[config.mk]
export PLATFORM = sky130hd
export DESIGN_NAME = tug_of_war_referee_flat
export DESIGN_NICKNAME = d
export VERILOG_FILES = /design/src/rtl/tug_of_war_referee_pkg.sv /design/src/rtl/tug_of_war_referee_if.sv /design/src/rtl/tug_of_war_referee_key_conditioner.sv /design/src/rtl/tug_of_war_referee.sv /design/src/flat_wrapper.sv
export SDC_FILE = /design/constraint.sdc
export NUM_CORES = 1
export LEC_CHECK = 0
export ABC_AREA = 1
export CAP_MARGIN = 40
export CORE_MARGIN = 2
export CORE_UTILIZATION = 40
export CTS_CLUSTER_DIAMETER = 100
export DETAILED_ROUTE_END_ITERATION = 10
export GPL_TIMING_DRIVEN = 1
export MAX_ROUTING_LAYER = met4
export PLACE_DENSITY = 0.67
export SYNTH_ARGS = -nofsm -noshare
export SYNTH_HDL_FRONTEND = slang
export SYNTH_HIERARCHICAL = 1
export SYNTH_SLANG_ARGS = --single-unit
[constraint.sdc]
create_clock -name clk -period 1.8 [get_ports clk]
set_input_delay 0.27 -clock clk [delete_from_list [all_inputs] [get_ports clk]]
set_output_delay 0.27 -clock clk [all_outputs]
set_load 0.02 [all_outputs]
[src/rtl/tug_of_war_referee_pkg.sv]
// Shared types and constants for the tug-of-war referee.
package tug_pkg;

  // Referee game phases.
  typedef enum logic [1:0] {
    RECENTER = 2'd0,
    PLAY     = 2'd1,
    POINT    = 2'd2,
    DONE     = 2'd3
  } ref_state_t;

  localparam int DEFAULT_WIN_SCORE   = 7;
  localparam int DEFAULT_HOLD_CYCLES = 4;
  localparam int SCORE_W             = 3;

endpackage

[src/rtl/tug_of_war_referee_if.sv]
// Signal bundle between the board keys / light row and the referee.
// The slave side is the referee, the master side is the board.
interface tug_of_war_referee_if;
  import tug_pkg::*;

  logic               l_key;
  logic               r_key;
  logic               row_left_on;
  logic               row_right_on;
  logic               l_press;
  logic               r_press;
  logic               row_reset;
  logic [SCORE_W-1:0] l_score;
  logic [SCORE_W-1:0] r_score;
  logic               match_over;
  logic               winner;

  modport master (
    output l_key, r_key, row_left_on, row_right_on,
    input  l_press, r_press, row_reset, l_score, r_score, match_over, winner
  );

  modport slave (
    input  l_key, r_key, row_left_on, row_right_on,
    output l_press, r_press, row_reset, l_score, r_score, match_over, winner
  );

endinterface

[src/rtl/tug_of_war_referee_key_conditioner.sv]
// Raw key conditioning: two-flop synchroniser, rising-edge detect against a
// third flop, and a registered edge flag so downstream decode is flop-only.
module key_conditioner (
  input  logic clk,
  input  logic reset,
  input  logic raw,
  output logic pulse
);

  logic sync1_q;
  logic sync2_q;
  logic prev_q;
  logic edge_q;

  // Synchronise the key, remember the last level and register the rising edge.
  always_ff @(posedge clk) begin
    if (reset) begin
      sync1_q <= 1'b0;
      sync2_q <= 1'b0;
      prev_q  <= 1'b0;
      edge_q  <= 1'b0;
    end else begin
      sync1_q <= raw;
      sync2_q <= sync1_q;
      prev_q  <= sync2_q;
      edge_q  <= sync2_q & ~prev_q;
    end
  end

  assign pulse = edge_q;

endmodule

[src/rtl/tug_of_war_referee.sv]
// Tug-of-war referee: conditions both keys, forwards single presses to the
// light row, scores points at the end lights and sequences the rounds.
module tug_of_war_referee
  import tug_pkg::*;
#(
  parameter int WIN_SCORE   = DEFAULT_WIN_SCORE,
  parameter int HOLD_CYCLES = DEFAULT_HOLD_CYCLES
) (
  input logic                 clk,
  input logic                 reset,
  tug_of_war_referee_if.slave bus
);

  localparam int HOLD_W = (HOLD_CYCLES > 1) ? $clog2(HOLD_CYCLES) : 1;
  localparam logic [HOLD_W-1:0]  HOLD_LOAD = HOLD_W'(HOLD_CYCLES - 1);
  localparam logic [SCORE_W-1:0] WIN_VAL   = SCORE_W'(WIN_SCORE);

  logic lEdge;
  logic rEdge;

  ref_state_t         state_q,   state_d;
  logic [SCORE_W-1:0] lScore_q,  lScore_d;
  logic [SCORE_W-1:0] rScore_q,  rScore_d;
  logic [HOLD_W-1:0]  holdCnt_q, holdCnt_d;
  logic               winner_q,  winner_d;

  logic lPress;
  logic rPress;
  logic rowReset;
  logic matchOver;

  key_conditioner uLeftKey (
    .clk   (clk),
    .reset (reset),
    .raw   (bus.l_key),
    .pulse (lEdge)
  );

  key_conditioner uRightKey (
    .clk   (clk),
    .reset (reset),
    .raw   (bus.r_key),
    .pulse (rEdge)
  );

  // State, score, hold-counter and winner registers.
  always_ff @(posedge clk) begin
    if (reset) begin
      state_q   <= RECENTER;
      lScore_q  <= '0;
      rScore_q  <= '0;
      holdCnt_q <= '0;
      winner_q  <= 1'b0;
    end else begin
      state_q   <= state_d;
      lScore_q  <= lScore_d;
      rScore_q  <= rScore_d;
      holdCnt_q <= holdCnt_d;
      winner_q  <= winner_d;
    end
  end

  // Round sequencing, press gating and scoring; a simultaneous left/right
  // edge is dropped entirely so neither player gains from mashing both.
  always_comb begin
    state_d   = state_q;
    lScore_d  = lScore_q;
    rScore_d  = rScore_q;
    holdCnt_d = holdCnt_q;
    winner_d  = winner_q;
    lPress    = 1'b0;
    rPress    = 1'b0;
    rowReset  = 1'b0;
    matchOver = 1'b0;

    case (state_q)
      RECENTER: begin
        rowReset = 1'b1;
        state_d  = PLAY;
      end

      PLAY: begin
        lPress = lEdge & ~rEdge;
        rPress = rEdge & ~lEdge;
        if (lPress && bus.row_left_on && (lScore_q != WIN_VAL)) begin
          lScore_d = lScore_q + SCORE_W'(1);
          if (lScore_d == WIN_VAL) begin
            state_d  = DONE;
            winner_d = 1'b0;
          end else begin
            state_d   = POINT;
            holdCnt_d = HOLD_LOAD;
          end
        end else if (rPress && bus.row_right_on && (rScore_q != WIN_VAL)) begin
          rScore_d = rScore_q + SCORE_W'(1);
          if (rScore_d == WIN_VAL) begin
            state_d  = DONE;
            winner_d = 1'b1;
          end else begin
            state_d   = POINT;
            holdCnt_d = HOLD_LOAD;
          end
        end
      end

      POINT: begin
        if (holdCnt_q == '0) begin
          state_d = RECENTER;
        end else begin
          holdCnt_d = holdCnt_q - HOLD_W'(1);
        end
      end

      DONE: begin
        matchOver = 1'b1;
      end

      default: begin
        state_d = RECENTER;
      end
    endcase
  end

  assign bus.l_press    = lPress;
  assign bus.r_press    = rPress;
  assign bus.row_reset  = rowReset;
  assign bus.l_score    = lScore_q;
  assign bus.r_score    = rScore_q;
  assign bus.match_over = matchOver;
  assign bus.winner     = winner_q;

endmodule
[src/flat_wrapper.sv]
// flat-port wrapper written by rule: the top's interface ports become plain ports
module tug_of_war_referee_flat import tug_pkg::*;
#(
  parameter int WIN_SCORE   = DEFAULT_WIN_SCORE,
  parameter int HOLD_CYCLES = DEFAULT_HOLD_CYCLES
)
  (clk, reset, bus_l_key, bus_r_key, bus_row_left_on, bus_row_right_on, bus_l_press, bus_r_press, bus_row_reset, bus_l_score, bus_r_score, bus_match_over, bus_winner);
  tug_of_war_referee_if bus_i ();
  input logic clk;
  input logic reset;
  input wire logic [$bits(bus_i.l_key)-1:0] bus_l_key;
  input wire logic [$bits(bus_i.r_key)-1:0] bus_r_key;
  input wire logic [$bits(bus_i.row_left_on)-1:0] bus_row_left_on;
  input wire logic [$bits(bus_i.row_right_on)-1:0] bus_row_right_on;
  output wire logic [$bits(bus_i.l_press)-1:0] bus_l_press;
  output wire logic [$bits(bus_i.r_press)-1:0] bus_r_press;
  output wire logic [$bits(bus_i.row_reset)-1:0] bus_row_reset;
  output wire logic [$bits(bus_i.l_score)-1:0] bus_l_score;
  output wire logic [$bits(bus_i.r_score)-1:0] bus_r_score;
  output wire logic [$bits(bus_i.match_over)-1:0] bus_match_over;
  output wire logic [$bits(bus_i.winner)-1:0] bus_winner;
  assign bus_i.l_key = bus_l_key;
  assign bus_i.r_key = bus_r_key;
  assign bus_i.row_left_on = bus_row_left_on;
  assign bus_i.row_right_on = bus_row_right_on;
  assign bus_l_press = bus_i.l_press;
  assign bus_r_press = bus_i.r_press;
  assign bus_row_reset = bus_i.row_reset;
  assign bus_l_score = bus_i.l_score;
  assign bus_r_score = bus_i.r_score;
  assign bus_match_over = bus_i.match_over;
  assign bus_winner = bus_i.winner;
  tug_of_war_referee #(.WIN_SCORE(WIN_SCORE), .HOLD_CYCLES(HOLD_CYCLES)) u_core (.clk(clk), .reset(reset), .bus(bus_i));
endmodule
# After elaboration in Yosys (flattened, before gate mapping)
# Index checks and enable logic that the tools add are counted.
[op_classes] n_eq_ne=13 addsub=3 bitwise_logic=9 n_reduce_logical=15 n_mux=20
[op_table] op="two-way mux 2 bit" n=8
[op_table] op="two-way mux 1 bit" n=10
[op_table] op="inequality test 3 bit (second input constant)" n=3
[op_table] op="adder 3 x 1 -> 3 bit (second input constant)" n=2
[op_table] op="== test 3 bit (second input constant)" n=2
[op_table] op="one-hot mux 2 bit (3 select lines)" n=1
[op_table] op="AND reduction 3 bit" n=2
[op_table] op="nonzero test 2 bit" n=3
[op_table] op="NOT 1 bit" n=5
[op_table] op="AND reduction 5 bit" n=1
[op_table] op="bitwise AND 1 bit" n=4
[op_table] op="== test 2 bit (second input constant)" n=2
[op_table] op="logical AND 1 bit" n=4
[op_table] op="logical NOT 2 bit" n=2
[op_table] op="inequality test 2 bit (second input constant)" n=2
[op_table] op="one-hot mux 2 bit (2 select lines)" n=1
[op_table] op="AND reduction 4 bit" n=1
[op_table] op="inequality test 3 x 1 -> 1 bit (second input constant)" n=1
[op_table] op="inequality test 3 x 2 -> 1 bit (second input constant)" n=1
[op_table] op="nonzero test 3 bit" n=1
[op_table] op="== test 2 x 1 -> 1 bit (second input constant)" n=1
[op_table] op="inequality test 2 x 1 -> 1 bit (second input constant)" n=1
[op_table] op="AND reduction 2 bit" n=1
[op_table] op="subtractor 2 x 1 -> 2 bit (second input constant)" n=1
[word_totals] ff_bits=19 out_inout_bits=11

# Longest topological paths before layout
[depth] depth_word=7 depth_mapped=9 ltp_nobuf=9

# Cells and area by module
# Netlist, hierarchy kept.
[by_module_without_submodules] module="tug_of_war_referee" area_each_um2=673.1 seq_area_each_um2=220.2 instances=1 cells_per_inst=93
[by_module_without_submodules] module="key_conditioner" area_each_um2=115.1 seq_area_each_um2=80.1 instances=2 cells_per_inst=12

# Worst setup path before layout
# OpenSTA, ideal clock, no wires.
[synth_timing] path_type="reg-to-reg" startpoint="register u_core.lScore_q[0], in the netlist u_core/bus.l_score[0]" endpoint="register u_core.holdCnt_q[0]" path_slack_ps=325 synth_period_minus_slack_ps=1475 stages_incl_launch_ff=9 arrival_ps=1360 t_required_ps=1685 n_path_buf=0 path_cell_list="dfxtp_1 > ha_1 > ha_1 > nor2_2 > nand2_2 > nand2_1 > nand3_1 > a21oi_1 > nor2_1"
[synth_between] elab_chain_cells=4 word_cells_on_any_way=10
[synth_lines] item="start, declared" line="tug_of_war_referee.sv:22" text="logic [SCORE_W-1:0] lScore_q, lScore_d;"
[synth_lines] item="start signal, assigned" line="tug_of_war_referee.sv:56" text="lScore_q <= lScore_d;"
[synth_lines] item="adder 3 x 1 -> 3 bit or inequality test 3 bit (tied branches)" line="tug_of_war_referee.sv:86, tug_of_war_referee.sv:85"
[synth_lines] item="== test 3 bit or logical AND 1 bit (tied branches)" line="tug_of_war_referee.sv:87, tug_of_war_referee.sv:85"
[synth_lines] item="inequality test 3 bit (no line) (tied with other cells)"
[synth_lines] item="AND reduction 5 bit (no line) or one-hot mux 2 bit (2 select lines) (tied branches)"
[synth_lines] item="end signal, assigned" line="tug_of_war_referee.sv:58" text="holdCnt_q <= holdCnt_d;"
[synth_lines] item="end, declared" line="tug_of_war_referee.sv:24" text="logic [HOLD_W-1:0] holdCnt_q, holdCnt_d;"
# Several ways; a longest one is shown, not always the timed one.
# A chain may end at the register's enable or synchronous reset.

# Worst setup path after layout
[layout_timing] startpoint="register u_core.state_q[1]" endpoint="output bus_match_over"
[layout_between] elab_chain_cells=2
[layout_lines] item="start, declared" line="tug_of_war_referee.sv:21" text="ref_state_t state_q, state_d;"
[layout_lines] item="start signal, assigned" line="tug_of_war_referee.sv:55" text="state_q <= state_d;"
[layout_lines] item="== test 2 bit" line="tug_of_war_referee.sv:76" text="case (state_q)"
[layout_lines] item="two-way mux 1 bit" line="tug_of_war_referee.sv:76"
[layout_lines] item="end, declared" line="flat_wrapper.sv:20" text="output wire logic [$bits(bus_i.match_over)-1:0] bus_match_over;"
# Every way passes these cells.

==> impl_metrics.toml <==
[run_status]
outcome = "completed"

[clock_network]
cts_buffers = 3
htreeDepth = 1
cts_setup_buffers = 0
clockRootBuffer = "clkbuf_4"
postCtsHoldBufs = 0
tritoncts = "built"
clk_latency_ps = 290
clock-sinks = 19
cts_max_path_buffers = 2
path_clk_slew_ps = 110

[setup_path]
worst_setup_path_start_kind = "flop"
criticalPathCategory = "flop to output pin"
ff2ff_setup_slack_ps = 210
r2r-end = "u_core/holdCnt_q[1]"
worstPathRequired_ps = 1530
arrival_ps = 1410
reg2reg_depth = 8
cpPeakStageDelay_ps = 590
path_cells = "nand2_1 > inv_1 > clkdlybuf4s50_1"
r2r_start = "u_core/bus.l_score[1]"
cp-end-kind = "output pin"
cp_max_fo = 4
critPathSlowestCell = "clkdlybuf4s50_1"

[flow_run]
cap_violations = 0

[place]
hpwl_um = 1234
dp.cells = 163
place_area_um2 = 1114
port_buffers = 16
place_congestion = 0.7802
pre_cts_ws_ps = 124.3

[power]
share_comb_of_total_power_pct = 9.7
switchingPower_uw = 174.4
pwr-share-seq_pct = 60.9
p_per_area_nw_per_um2 = 631.9
p_leak_nw = 0.5652
p_sw_share_pct = 24.19
power_uw = 721.0
irDropWorstVdd_mv = 0.4839
internal-power_uw = 546.6
clkPwrFrac_pct = 29.4

[routing]
firstDrtPassIters = 4
drc = 0
wl_per_cell_um = 9.281
num_vias = 746
drt-initial-drc-count = 10
ant_nets = 0
viasPerCell = 4.467
routed_wl_um = 1550

[cells_and_area]
utilization_pct = 52.60
nFillCells = 232
area_growth_pct = 26.32
finalNetCount = 153
fin_cells = 167
drive_gt1_share_pct = 18.71
antenna_cells = 0
final_area_um2 = 1141

[timing]
holdWs_ps = 403.1
fmax_mhz = 596.7
min_period_ps = 1676
fin_tns_setup_ps = 0
hold_viol_final = 0
setup_ws_ps = 124.2
slew_viol_final = 0
finalClockSkew_ps = 9.407
tightest_slew_ps = 239.8
setup_violations = 0
min_period_over_period_pct = 93.10
maxSlewHeadroom_pct = 83.99
rsz0062_at_grt = "false"

[global_route]
grt.total_usage_pct = 14.64
grt_pass1_wl_um = 2801
antenna_found_initial = 0
grt_max_degree = 12
grt_pass1_vias = 698
globalRoute.totalOverflow = 0

[logic_synthesis]
synth_cell_type_count = 17
syn_avg_cell_area_um2 = 7.721
synthesis.nets = 130
yosysWarnings = 6
synth_seq_cells = 19
ys_seq_area_share_pct = 42.11
synthCells = 117
synth_area_um2 = 903.4

[worst_hold_path]
hold_depth = 1
hp-start = "u_core/uRightKey/prev_q"
hold_end = "u_core/uRightKey/pulse"
hp-class = "flop to flop"

[floorplanning]
dieArea_um2 = 2654
ioPinCount = 17
row_count = 17
dieWidth_um = 51.52
die_h_um = 51.52
start_util_pct = 41.64
coreArea_um2 = 2170
logic make-up (layout without fill, tap and decap cells):
logic type	Yosys count	in the layout	share of synthesized area (%)
fa+ha+maj	7	7	9.695
simple gates	47	47	27.70
flops	19	19	42.10
compound gates	16	16	8.864
buf+inv	28	50	11.63
cell usage after synthesis:
cell / n / area share [%]
inv_1: 23 / 9.6
dfxtp_1: 19 / 42
nand2_1: 16 / 6.6
a21oi_1: 10 / 5.5
nor2_1: 10 / 4.2
ha_1: 7 / 9.7
inv_2: 5 / 2.1
nor2_2: 5 / 3.5
o21ai_0: 5 / 2.8
nand3_1: 4 / 2.2
nand2_2: 3 / 2.1
nor3_1: 3 / 1.7
nand3_2: 2 / 2.2
nor2_4: 2 / 2.5
nand3_4: 1 / 1.9
nand3b_1: 1 / 0.83
o21ai_1: 1 / 0.55
worst max-delay path by stage:
stage | slack (ps) | startpoint | cells past startpoint | to
CTS | 40 | u_core/state_q[1] | 3 | bus_match_over
global placement | 200 | u_core/state_q[0] | 5 | bus_r_press
detailed placement | 120 | u_core/state_q[0] | 5 | bus_l_press
floorplan | 320 | u_core/bus.l_score[0] | 8 | u_core/holdCnt_q[0]
global route | 30 | u_core/state_q[1] | 3 | bus_match_over
finish | 120 | u_core/state_q[1] | 3 | bus_match_over
cell type report:
class	instances	area, um^2	area share, %
flip-flops and latches	19	382.9	33.55
repair buffers	18	172.7	15.13
well taps	28	35.03	3.070
inverters	28	105.1	9.211
clock inverters	1	5.005	0.4386
multi-input cells	70	417.9	36.62
clock buffers	3	22.52	1.974
layout by cell type, fill, tap and decap left out:
cell	synthesis	final
inv_1	23	23
dfxtp_1	19	17
nand2_1	16	16
clkdlybuf4s50_1	0	14
nor2_1	10	10
a21oi_1	10	10
ha_1	7	7
inv_2	5	5
nor2_2	5	5
o21ai_0	5	5
nand3_1	4	4
clkbuf_4	0	3
nor3_1	3	3
nand2_2	3	3
dlygate4sd2_1	0	2
nor2_4	2	2
nand3_2	2	2
buf_4	0	2
dfxtp_2	0	2
clkinv_2	0	1
nand3_4	1	1
nand3b_1	1	1
o21ai_1	1	1
repair_timing:
action / CTS / global route
endpoints found under the setup margin: 2 / 3
resized for setup: 2 / 2
endpoints found under the hold margin: 0 / 0
gates cloned: 0 / 0
power by group through the flow:
stage / clock (mW) / combinational (mW) / sequential [mW]
floorplan: 0 / 0.0376 / 0.449
global placement: 0 / 0.0694 / 0.448
detailed placement: 0 / 0.0711 / 0.448
CTS: 0.222 / 0.0708 / 0.439
global route: 0.253 / 0.0788 / 0.441
finish: 0.212 / 0.0699 / 0.439
sequential cells by signal, summed over array words and instances, names as in the netlist:
register and count:
u_core/bus.l_score 3, u_core/bus.r_score 3, u_core/holdCnt_q 2, u_core/state_q 2, u_core/bus.winner 1, u_core/uLeftKey/prev_q 1
u_core/uLeftKey/pulse 1, u_core/uLeftKey/sync1_q 1, u_core/uLeftKey/sync2_q 1, u_core/uRightKey/prev_q 1, u_core/uRightKey/pulse 1, u_core/uRightKey/sync1_q 1
u_core/uRightKey/sync2_q 1
metal layers:
| layer | part of all wire, % | global-route usage (%) | vias to the layer above |
|---|---|---|---|
| met5 | 0 | - | - |
| met4 | 1.0 | 5.263 | 0 |
| met3 | 4.8 | 5.172 | 2 |
| met2 | 49 | 24.15 | 17 |
| met1 | 45 | 16.43 | 323 |
| li1 | - | - | 404 |
worst max-delay path: cells and delay by family, from the launching register on:
| family | cells | cell delay, ps |
|---|---|---|
| buffers and inverters | 2 | 650 |
| and+or+nand+nor | 1 | 80 |
| DFF | 1 | 390 |
No activity file was read; power rests on OpenSTA's default activity.
